File: src/rtl/mcu_control_if.sv
// Handshake and strobe bundle between the MCU control FSM and the core datapath/memory side.
// The master modport belongs to the control FSM; the slave modport to the datapath/memory side.
interface mcu_control_if #(
  parameter int unsigned RETIRE_W = 32
);
  logic                MCU_Run_In;
  logic [6:0]          MCU_Opcode_InBUS;
  logic                MCU_Imem_Valid_In;
  logic                MCU_Lsu_Ready_In;
  logic                MCU_Lsu_Valid_In;
  logic [2:0]          MCU_State_OutBUS;
  logic                MCU_Imem_Req;
  logic                MCU_Ir_Load;
  logic                MCU_Pc_Write;
  logic                MCU_Load_Wb;
  logic                MCU_Retire;
  logic [RETIRE_W-1:0] MCU_Retire_Count_OutBUS;
  logic                MCU_Trap;

  modport master (
    input  MCU_Run_In, MCU_Opcode_InBUS, MCU_Imem_Valid_In, MCU_Lsu_Ready_In, MCU_Lsu_Valid_In,
    output MCU_State_OutBUS, MCU_Imem_Req, MCU_Ir_Load, MCU_Pc_Write, MCU_Load_Wb,
           MCU_Retire, MCU_Retire_Count_OutBUS, MCU_Trap
  );

  modport slave (
    output MCU_Run_In, MCU_Opcode_InBUS, MCU_Imem_Valid_In, MCU_Lsu_Ready_In, MCU_Lsu_Valid_In,
    input  MCU_State_OutBUS, MCU_Imem_Req, MCU_Ir_Load, MCU_Pc_Write, MCU_Load_Wb,
           MCU_Retire, MCU_Retire_Count_OutBUS, MCU_Trap
  );
endinterface

File: src/rtl/mcu_control_fsm.sv
// Main control FSM: sequences fetch/decode/execute/load-store waits, issues core strobes,
// and traps into a sticky halt on illegal opcodes or handshake timeouts.
module mcu_control_fsm #(
  parameter int unsigned WAIT_TIMEOUT = 255,
  parameter int unsigned TIMEOUT_W    = 8,
  parameter int unsigned RETIRE_W     = 32
) (
  input  logic          MCU_CLOCK_50,
  input  logic          MCU_RESET_InLow,
  mcu_control_if.master bus
);

  localparam logic [2:0] S_IDLE   = 3'b000;
  localparam logic [2:0] S_FETCH  = 3'b001;
  localparam logic [2:0] S_DECODE = 3'b010;
  localparam logic [2:0] S_EXEC   = 3'b011;
  localparam logic [2:0] S_WVALID = 3'b100;
  localparam logic [2:0] S_WREADY = 3'b101;
  localparam logic [2:0] S_TRAP   = 3'b111;

  localparam logic [TIMEOUT_W-1:0] TIMEOUT = TIMEOUT_W'(WAIT_TIMEOUT);
  localparam logic [TIMEOUT_W-1:0] CNT_MAX = '1;

  logic [2:0]           state_q, state_d;
  logic [TIMEOUT_W-1:0] wait_cnt_q, wait_cnt_d;
  logic [RETIRE_W-1:0]  retire_cnt_q;

  logic [6:0] opc;
  logic       opc_legal, opc_mem, opc_store;
  logic       in_wait, handshake, timed_out;
  logic       imem_req, ir_load, pc_write, load_wb, retire, trap;

  assign opc       = bus.MCU_Opcode_InBUS;
  assign opc_mem   = (opc[6] == 1'b0) && (opc[4:0] == 5'b00011);
  assign opc_store = opc[5];

  always_comb begin
    opc_legal = 1'b0;
    case (opc)
      7'b0110111, 7'b0010111, 7'b1101111, 7'b1100111, 7'b1100011,
      7'b0000011, 7'b0100011, 7'b0010011, 7'b0110011: opc_legal = 1'b1;
      default: opc_legal = 1'b0;
    endcase
  end

  // Which handshake the current wait state is waiting on
  always_comb begin
    in_wait   = 1'b0;
    handshake = 1'b0;
    case (state_q)
      S_FETCH:  begin in_wait = 1'b1; handshake = bus.MCU_Imem_Valid_In; end
      S_WREADY: begin in_wait = 1'b1; handshake = bus.MCU_Lsu_Ready_In;  end
      S_WVALID: begin in_wait = 1'b1; handshake = bus.MCU_Lsu_Valid_In;  end
      default:  begin in_wait = 1'b0; handshake = 1'b0; end
    endcase
  end

  assign timed_out = in_wait && !handshake && (wait_cnt_q == TIMEOUT);

  always_ff @(posedge MCU_CLOCK_50 or negedge MCU_RESET_InLow) begin
    if (!MCU_RESET_InLow) state_q <= S_IDLE;
    else                  state_q <= state_d;
  end

  // Handshake is checked before timeout so a late handshake still wins
  always_comb begin
    state_d = state_q;
    case (state_q)
      S_IDLE:   if (bus.MCU_Run_In) state_d = S_FETCH;
      S_FETCH:  begin
        if (handshake)      state_d = S_DECODE;
        else if (timed_out) state_d = S_TRAP;
      end
      S_DECODE: state_d = opc_legal ? S_EXEC : S_TRAP;
      S_EXEC:   state_d = opc_mem ? S_WREADY : S_FETCH;
      S_WREADY: begin
        if (handshake)      state_d = opc_store ? S_FETCH : S_WVALID;
        else if (timed_out) state_d = S_TRAP;
      end
      S_WVALID: begin
        if (handshake)      state_d = S_FETCH;
        else if (timed_out) state_d = S_TRAP;
      end
      S_TRAP:   state_d = S_TRAP;
      default:  state_d = S_TRAP;
    endcase
  end

  always_comb begin
    imem_req = 1'b0;
    ir_load  = 1'b0;
    pc_write = 1'b0;
    load_wb  = 1'b0;
    retire   = 1'b0;
    trap     = 1'b0;
    case (state_q)
      S_FETCH: begin
        imem_req = 1'b1;
        ir_load  = handshake;
      end
      S_EXEC: begin
        pc_write = !opc_mem;
        retire   = !opc_mem;
      end
      S_WREADY: begin
        pc_write = handshake && opc_store;
        retire   = handshake && opc_store;
      end
      S_WVALID: begin
        load_wb  = handshake;
        pc_write = handshake;
        retire   = handshake;
      end
      S_TRAP:  trap = 1'b1;
      default: trap = 1'b0;
    endcase
  end

  // Any state change clears the counter; self-loops only happen while the handshake is low
  always_comb begin
    wait_cnt_d = wait_cnt_q;
    if (state_d != state_q)
      wait_cnt_d = '0;
    else if (in_wait && !handshake && (wait_cnt_q != CNT_MAX))
      wait_cnt_d = wait_cnt_q + TIMEOUT_W'(1);
  end

  always_ff @(posedge MCU_CLOCK_50 or negedge MCU_RESET_InLow) begin
    if (!MCU_RESET_InLow) begin
      wait_cnt_q   <= '0;
      retire_cnt_q <= '0;
    end else begin
      wait_cnt_q <= wait_cnt_d;
      if (retire) retire_cnt_q <= retire_cnt_q + RETIRE_W'(1);
    end
  end

  assign bus.MCU_State_OutBUS        = state_q;
  assign bus.MCU_Imem_Req            = imem_req;
  assign bus.MCU_Ir_Load             = ir_load;
  assign bus.MCU_Pc_Write            = pc_write;
  assign bus.MCU_Load_Wb             = load_wb;
  assign bus.MCU_Retire              = retire;
  assign bus.MCU_Retire_Count_OutBUS = retire_cnt_q;
  assign bus.MCU_Trap                = trap;

endmodule

File: src/flat_wrapper.sv
// flat-port wrapper written by rule: the top's interface ports become plain ports
module mcu_control_fsm_flat 
#(
  parameter int unsigned WAIT_TIMEOUT = 255,
  parameter int unsigned TIMEOUT_W    = 8,
  parameter int unsigned RETIRE_W     = 32
)
  (MCU_CLOCK_50, MCU_RESET_InLow, bus_MCU_Run_In, bus_MCU_Opcode_InBUS, bus_MCU_Imem_Valid_In, bus_MCU_Lsu_Ready_In, bus_MCU_Lsu_Valid_In, bus_MCU_State_OutBUS, bus_MCU_Imem_Req, bus_MCU_Ir_Load, bus_MCU_Pc_Write, bus_MCU_Load_Wb, bus_MCU_Retire, bus_MCU_Retire_Count_OutBUS, bus_MCU_Trap);
  mcu_control_if #(.RETIRE_W(RETIRE_W)) bus_i ();
  input  logic MCU_CLOCK_50;
  input  logic MCU_RESET_InLow;
  input wire logic [$bits(bus_i.MCU_Run_In)-1:0] bus_MCU_Run_In;
  input wire logic [$bits(bus_i.MCU_Opcode_InBUS)-1:0] bus_MCU_Opcode_InBUS;
  input wire logic [$bits(bus_i.MCU_Imem_Valid_In)-1:0] bus_MCU_Imem_Valid_In;
  input wire logic [$bits(bus_i.MCU_Lsu_Ready_In)-1:0] bus_MCU_Lsu_Ready_In;
  input wire logic [$bits(bus_i.MCU_Lsu_Valid_In)-1:0] bus_MCU_Lsu_Valid_In;
  output wire logic [$bits(bus_i.MCU_State_OutBUS)-1:0] bus_MCU_State_OutBUS;
  output wire logic [$bits(bus_i.MCU_Imem_Req)-1:0] bus_MCU_Imem_Req;
  output wire logic [$bits(bus_i.MCU_Ir_Load)-1:0] bus_MCU_Ir_Load;
  output wire logic [$bits(bus_i.MCU_Pc_Write)-1:0] bus_MCU_Pc_Write;
  output wire logic [$bits(bus_i.MCU_Load_Wb)-1:0] bus_MCU_Load_Wb;
  output wire logic [$bits(bus_i.MCU_Retire)-1:0] bus_MCU_Retire;
  output wire logic [$bits(bus_i.MCU_Retire_Count_OutBUS)-1:0] bus_MCU_Retire_Count_OutBUS;
  output wire logic [$bits(bus_i.MCU_Trap)-1:0] bus_MCU_Trap;
  assign bus_i.MCU_Run_In = bus_MCU_Run_In;
  assign bus_i.MCU_Opcode_InBUS = bus_MCU_Opcode_InBUS;
  assign bus_i.MCU_Imem_Valid_In = bus_MCU_Imem_Valid_In;
  assign bus_i.MCU_Lsu_Ready_In = bus_MCU_Lsu_Ready_In;
  assign bus_i.MCU_Lsu_Valid_In = bus_MCU_Lsu_Valid_In;
  assign bus_MCU_State_OutBUS = bus_i.MCU_State_OutBUS;
  assign bus_MCU_Imem_Req = bus_i.MCU_Imem_Req;
  assign bus_MCU_Ir_Load = bus_i.MCU_Ir_Load;
  assign bus_MCU_Pc_Write = bus_i.MCU_Pc_Write;
  assign bus_MCU_Load_Wb = bus_i.MCU_Load_Wb;
  assign bus_MCU_Retire = bus_i.MCU_Retire;
  assign bus_MCU_Retire_Count_OutBUS = bus_i.MCU_Retire_Count_OutBUS;
  assign bus_MCU_Trap = bus_i.MCU_Trap;
  mcu_control_fsm #(.WAIT_TIMEOUT(WAIT_TIMEOUT), .TIMEOUT_W(TIMEOUT_W), .RETIRE_W(RETIRE_W)) u_core (.MCU_CLOCK_50(MCU_CLOCK_50), .MCU_RESET_InLow(MCU_RESET_InLow), .bus(bus_i));
endmodule
File: config.mk
export PLATFORM = sky130hd
export DESIGN_NAME = mcu_control_fsm_flat
export DESIGN_NICKNAME = d
export VERILOG_FILES = /design/src/rtl/mcu_control_if.sv /design/src/rtl/mcu_control_fsm.sv /design/src/flat_wrapper.sv
export SDC_FILE = /design/constraint.sdc
export NUM_CORES = 1
export LEC_CHECK = 0
export CAP_MARGIN = 20
export CORE_ASPECT_RATIO = 0.9
export CORE_UTILIZATION = 40
export DETAILED_ROUTE_END_ITERATION = 10
export GPL_TIMING_DRIVEN = 0
export PLACE_DENSITY = 0.65
export SETUP_SLACK_MARGIN = 0.15
export SYNTH_ARGS = -nofsm -noshare
export SYNTH_HDL_FRONTEND = slang
export SYNTH_SLANG_ARGS = --single-unit
File: constraint.sdc
create_clock -name MCU_CLOCK_50 -period 2.4 [get_ports MCU_CLOCK_50]
set_input_delay 0.48 -clock MCU_CLOCK_50 [delete_from_list [all_inputs] [get_ports MCU_CLOCK_50]]
set_output_delay 0.48 -clock MCU_CLOCK_50 [all_outputs]
set_load 0.005 [all_outputs]
==> impl_metrics.tcl <==
set metrics [dict create \
    reg2reg_depth 9 \
    worst-path-max-fanout 3 \
    pwr_density_cell_nw_per_um2 849 \
    via_per_inst 5.39 \
    power.net_switching_mw 1.12 \
    power_switching_share 0.384 \
    synth_sequential_area_ratio 0.417 \
    crit_buf_inv 4 \
    die_ar_sq_um 6770 \
    grt_setup_unrepaired "yes" \
    clock_tree_from_tritoncts "built" \
    initialDrtViolationCount 113 \
    timing.final.crit_share 0.935 \
    max-vdd-ir-drop_uv 278 \
    crit-reg2reg-capture "u_core.bus.MCU_Retire_Count_OutBUS[26]$_DFFE_PN0P_" \
    num_rows 27 \
    htree_num_levels 2 \
    crit_arrival_ns 1.76 \
    clock_latency_ns 0.30 \
    fin_ws_ns 0.156 \
    placement.setup.worst_slack_ns -0.737 \
    syn-cell-area_sq_um 2580 \
    drive_gt1_frac 0.195 \
    timing.setup.critical_path_class "input pin to output port" \
    yosys_warnings 0 \
    grt-ovfl-total 0 \
    power_frac_clock 0.153 \
    synth-edff-count 0 \
    power_mw 2.91 \
    grt_pass1_vias 2082 \
    postSynthNetCount 262 \
    ctsRootBufferMaster "sky130_fd_sc_hd__clkbuf_8" \
    leakage_nw 1.33 \
    cts.clk_slew.worst_paths_ns 0.08 \
    final-max-slew-violation-count 0 \
    top_level_ports 54 \
    cts_buffers 5 \
    firstDrtPassIters 4 \
    reported_max_cap_violation_count 0 \
    maxClockFrequency_mhz 446 \
    startpoint_of_the_most_critical_register_to_register_path "u_core.bus.MCU_State_OutBUS[2]$_DFF_PN0_" \
    placed_cell_area_sq_um 3230 \
    place.port_buffers 53 \
    drcViolationCount 0 \
    worstSetupEndpointType "output port" \
    finish.instance_area_sq_um 3430 \
    critical-path-slowest-cell "sky130_fd_sc_hd__or4_4" \
    grt_antenna_before_repair 0 \
    hold_violations 0 \
    worstSetupEndpoint "bus_MCU_Retire" \
    wl_per_cell_um 15.3 \
    placer_s_final_routability_congestion_estimate 0.842 \
    crit_path_max_incr_delay_ns 0.55 \
    area_delta_synth_final_pct 33.2 \
    hpwl_um 4360 \
    yosys_register_bits 43 \
    net_count_final 332 \
    globalRouteTotalUtil 0.197 \
    wl_um 6180 \
    die_outline_width_um 86.6 \
    internal_power_mw 1.80 \
    post_synth_inst_count 247 \
    fp.dieH_um 78.2 \
    required_ns 1.92 \
    crit_path_cell_trace "buf_6, or4_4, o211ai_4, buf_6, nand2_4, buf_6, buf_6" \
    finalClockSkew_ns 0.00894 \
    grt_start_max_net_pins 30 \
    relSlewSlack 0.643 \
    outcome "finished, final reports clean" \
    start_util 0.417 \
    global_route_wire_length_before_repair_um 10200 \
    synth_top_flop_cell "sky130_fd_sc_hd__dfrtp_1" \
    antenna_cells 0 \
    kind_of_cell_with_the_highest_combined_delay_on_the_critical_path "simple AND/OR/NAND/NOR gates" \
    combinationalPowerShare 0.501 \
    routed-via-count 2182 \
    tightest_slew_ns 0.533 \
    clock-sinks 43 \
    synth_area_per_cell_sq_um 10.4 \
    portion_of_total_power_attributed_to_sequential_cells 0.345 \
    coreArea_sq_um 6180 \
    drtAntennaViolNets 0 \
    timing.critical_path.mode_cell "sky130_fd_sc_hd__buf_6" \
    clk_path_buf_depth 2 \
    setup.worst_path.start "bus_MCU_Opcode_InBUS[6]" \
    yosys.cell_types.count 51 \
    final.min_clock_period_ns 2.24 \
    cp-start-kind "input pin" \
    r2r_slack_ns 0.34 \
    async_flop_share 1.00 \
    crit_cells 7 \
    holdCritPathClass "input pin to async pin" \
    endpoints_failing_setup 0 \
]
cell families (layout without fill, tap and decap cells):
logic type               after synthesis  in the layout  share of synthesized area
adder cells (fa/ha/maj)                2              2                    0.00971
multiplexers                           3              3                     0.0136
flip-flops                            43             43                      0.417
AO/OA/AOI/OAI                         62             62                      0.215
AND/OR/NAND/NOR                       82             82                      0.192
buffers and inverters                 24             95                     0.0471
XOR/XNOR                              31             31                      0.105
metrics by stage:
stage / hold WS [ns] / instances / TNS [ns] / util
floorplan: 0.184 / 247 / 0 / -
global placement: 0.464 / 387 / -18.11 / 0.520
detailed placement: 0.414 / 388 / -3.25 / 0.523
CTS: 0.0805 / 405 / 0 / 0.553
global route: 0.0980 / 405 / 0 / 0.555
finish: 0.0778 / 405 / 0 / 0.555
synth_stat cells, types with 2 or more instances:
cell | count | area share
sky130_fd_sc_hd__nor4_1 | 2 | 0.0049
sky130_fd_sc_hd__a211oi_1 | 12 | 0.035
sky130_fd_sc_hd__nand2b_1 | 4 | 0.0097
sky130_fd_sc_hd__nor2b_1 | 4 | 0.0097
sky130_fd_sc_hd__ha_1 | 2 | 0.0097
sky130_fd_sc_hd__nand4_2 | 2 | 0.0097
sky130_fd_sc_hd__o2111ai_1 | 3 | 0.010
sky130_fd_sc_hd__and2_1 | 3 | 0.0073
sky130_fd_sc_hd__o21ai_0 | 4 | 0.0078
sky130_fd_sc_hd__buf_4 | 3 | 0.0087
sky130_fd_sc_hd__nor2_1 | 5 | 0.0073
sky130_fd_sc_hd__o31ai_1 | 5 | 0.015
sky130_fd_sc_hd__nand3_1 | 12 | 0.023
sky130_fd_sc_hd__mux2i_1 | 2 | 0.0078
sky130_fd_sc_hd__and3_1 | 7 | 0.017
sky130_fd_sc_hd__nand4_1 | 4 | 0.0097
sky130_fd_sc_hd__buf_2 | 4 | 0.0078
sky130_fd_sc_hd__inv_1 | 9 | 0.013
sky130_fd_sc_hd__buf_1 | 2 | 0.0029
sky130_fd_sc_hd__or4_1 | 4 | 0.012
sky130_fd_sc_hd__clkbuf_1 | 4 | 0.0058
sky130_fd_sc_hd__nand2_1 | 20 | 0.029
sky130_fd_sc_hd__buf_6 | 2 | 0.0087
sky130_fd_sc_hd__xor2_1 | 27 | 0.092
sky130_fd_sc_hd__dfrtp_1 | 43 | 0.42
sky130_fd_sc_hd__xnor2_1 | 4 | 0.014
sky130_fd_sc_hd__a2111oi_2 | 15 | 0.087
sky130_fd_sc_hd__a31oi_1 | 2 | 0.0049
sky130_fd_sc_hd__and4_1 | 5 | 0.017
sky130_fd_sc_hd__a21oi_1 | 11 | 0.021
registers in the layout, indices dropped and copies added (netlist names):
signal,cells
u_core.bus.MCU_Retire_Count_OutBUS,32
u_core.wait_cnt_q,8
u_core.bus.MCU_State_OutBUS,3
cell usage in the layout (no fill, tap or decap), drive strengths merged, types with 2 or more instances in the layout:
cell / count
a2111oi: 15
a211oi: 12
a21oi: 11
a31oi: 2
and2: 3
and3: 7
and4: 5
buf: 27
clkbuf: 12
clkdlybuf4s50: 44
dfrtp: 43
dlygate4sd2: 2
ha: 2
inv: 9
mux2i: 2
nand2: 21
nand2b: 4
nand3: 12
nand4: 6
nor2: 5
nor2b: 5
nor4: 2
o2111ai: 3
o211ai: 2
o21ai: 4
o31ai: 5
or4: 5
or4b: 2
xnor2: 4
xor2: 27
layout make-up:
| type | instances | area, sq um |
|---|---|---|
| inverter | 9 | 33.8 |
| timing repair buffer | 63 | 606 |
| clock buffer | 7 | 76.3 |
| multi-input combinational | 180 | 1400 |
| clock inverter | 1 | 5.00 |
| fill | 569 | 2750 |
| tap | 87 | 109 |
| sequential | 43 | 1080 |
| buffer | 15 | 129 |
timing repair:
action	CTS	global route
setup buffers	9	0
cloned	0	0
gates resized for setup	38	9
setup endpoints to repair	5	10
hold buffers	0	0
pin swaps	4	3
per-layer routing:
layer  up-vias  wire length (um)  track usage
met4         0                95       0.0700
met5         -                 0            0
met1      1036              3040        0.278
met2        67              2660        0.289
met3         6               387       0.0515
li1       1073                 -            -
worst min path at each step:
stage	slack [ns]	end	start
final	0.08	u_core.bus.MCU_Retire_Count_OutBUS[4]$_DFFE_PN0P_	MCU_RESET_InLow
after global routing	0.1	u_core.bus.MCU_Retire_Count_OutBUS[11]$_DFFE_PN0P_	MCU_RESET_InLow
after CTS	0.08	u_core.bus.MCU_Retire_Count_OutBUS[11]$_DFFE_PN0P_	MCU_RESET_InLow
after detailed placement	0.41	u_core.bus.MCU_Retire_Count_OutBUS[11]$_DFFE_PN0P_	MCU_RESET_InLow
after global placement	0.46	u_core.bus.MCU_Retire_Count_OutBUS[31]$_DFFE_PN0P_	u_core.bus.MCU_Retire_Count_OutBUS[31]$_DFFE_PN0P_
after floorplan	0.18	u_core.bus.MCU_Retire_Count_OutBUS[0]$_DFFE_PN0P_	MCU_RESET_InLow
power groups by stage:
stage / registers [mW] / clock network [mW] / logic, mW
after floorplan: 1.00 / 0 / 0.724
after global placement: 1.03 / 0 / 1.25
after detailed placement: 1.03 / 0 / 1.26
after CTS: 1.00 / 0.470 / 1.45
after global routing: 1.03 / 0.503 / 1.59
final: 1.01 / 0.447 / 1.46
No activity file was read; power rests on OpenSTA's default activity.
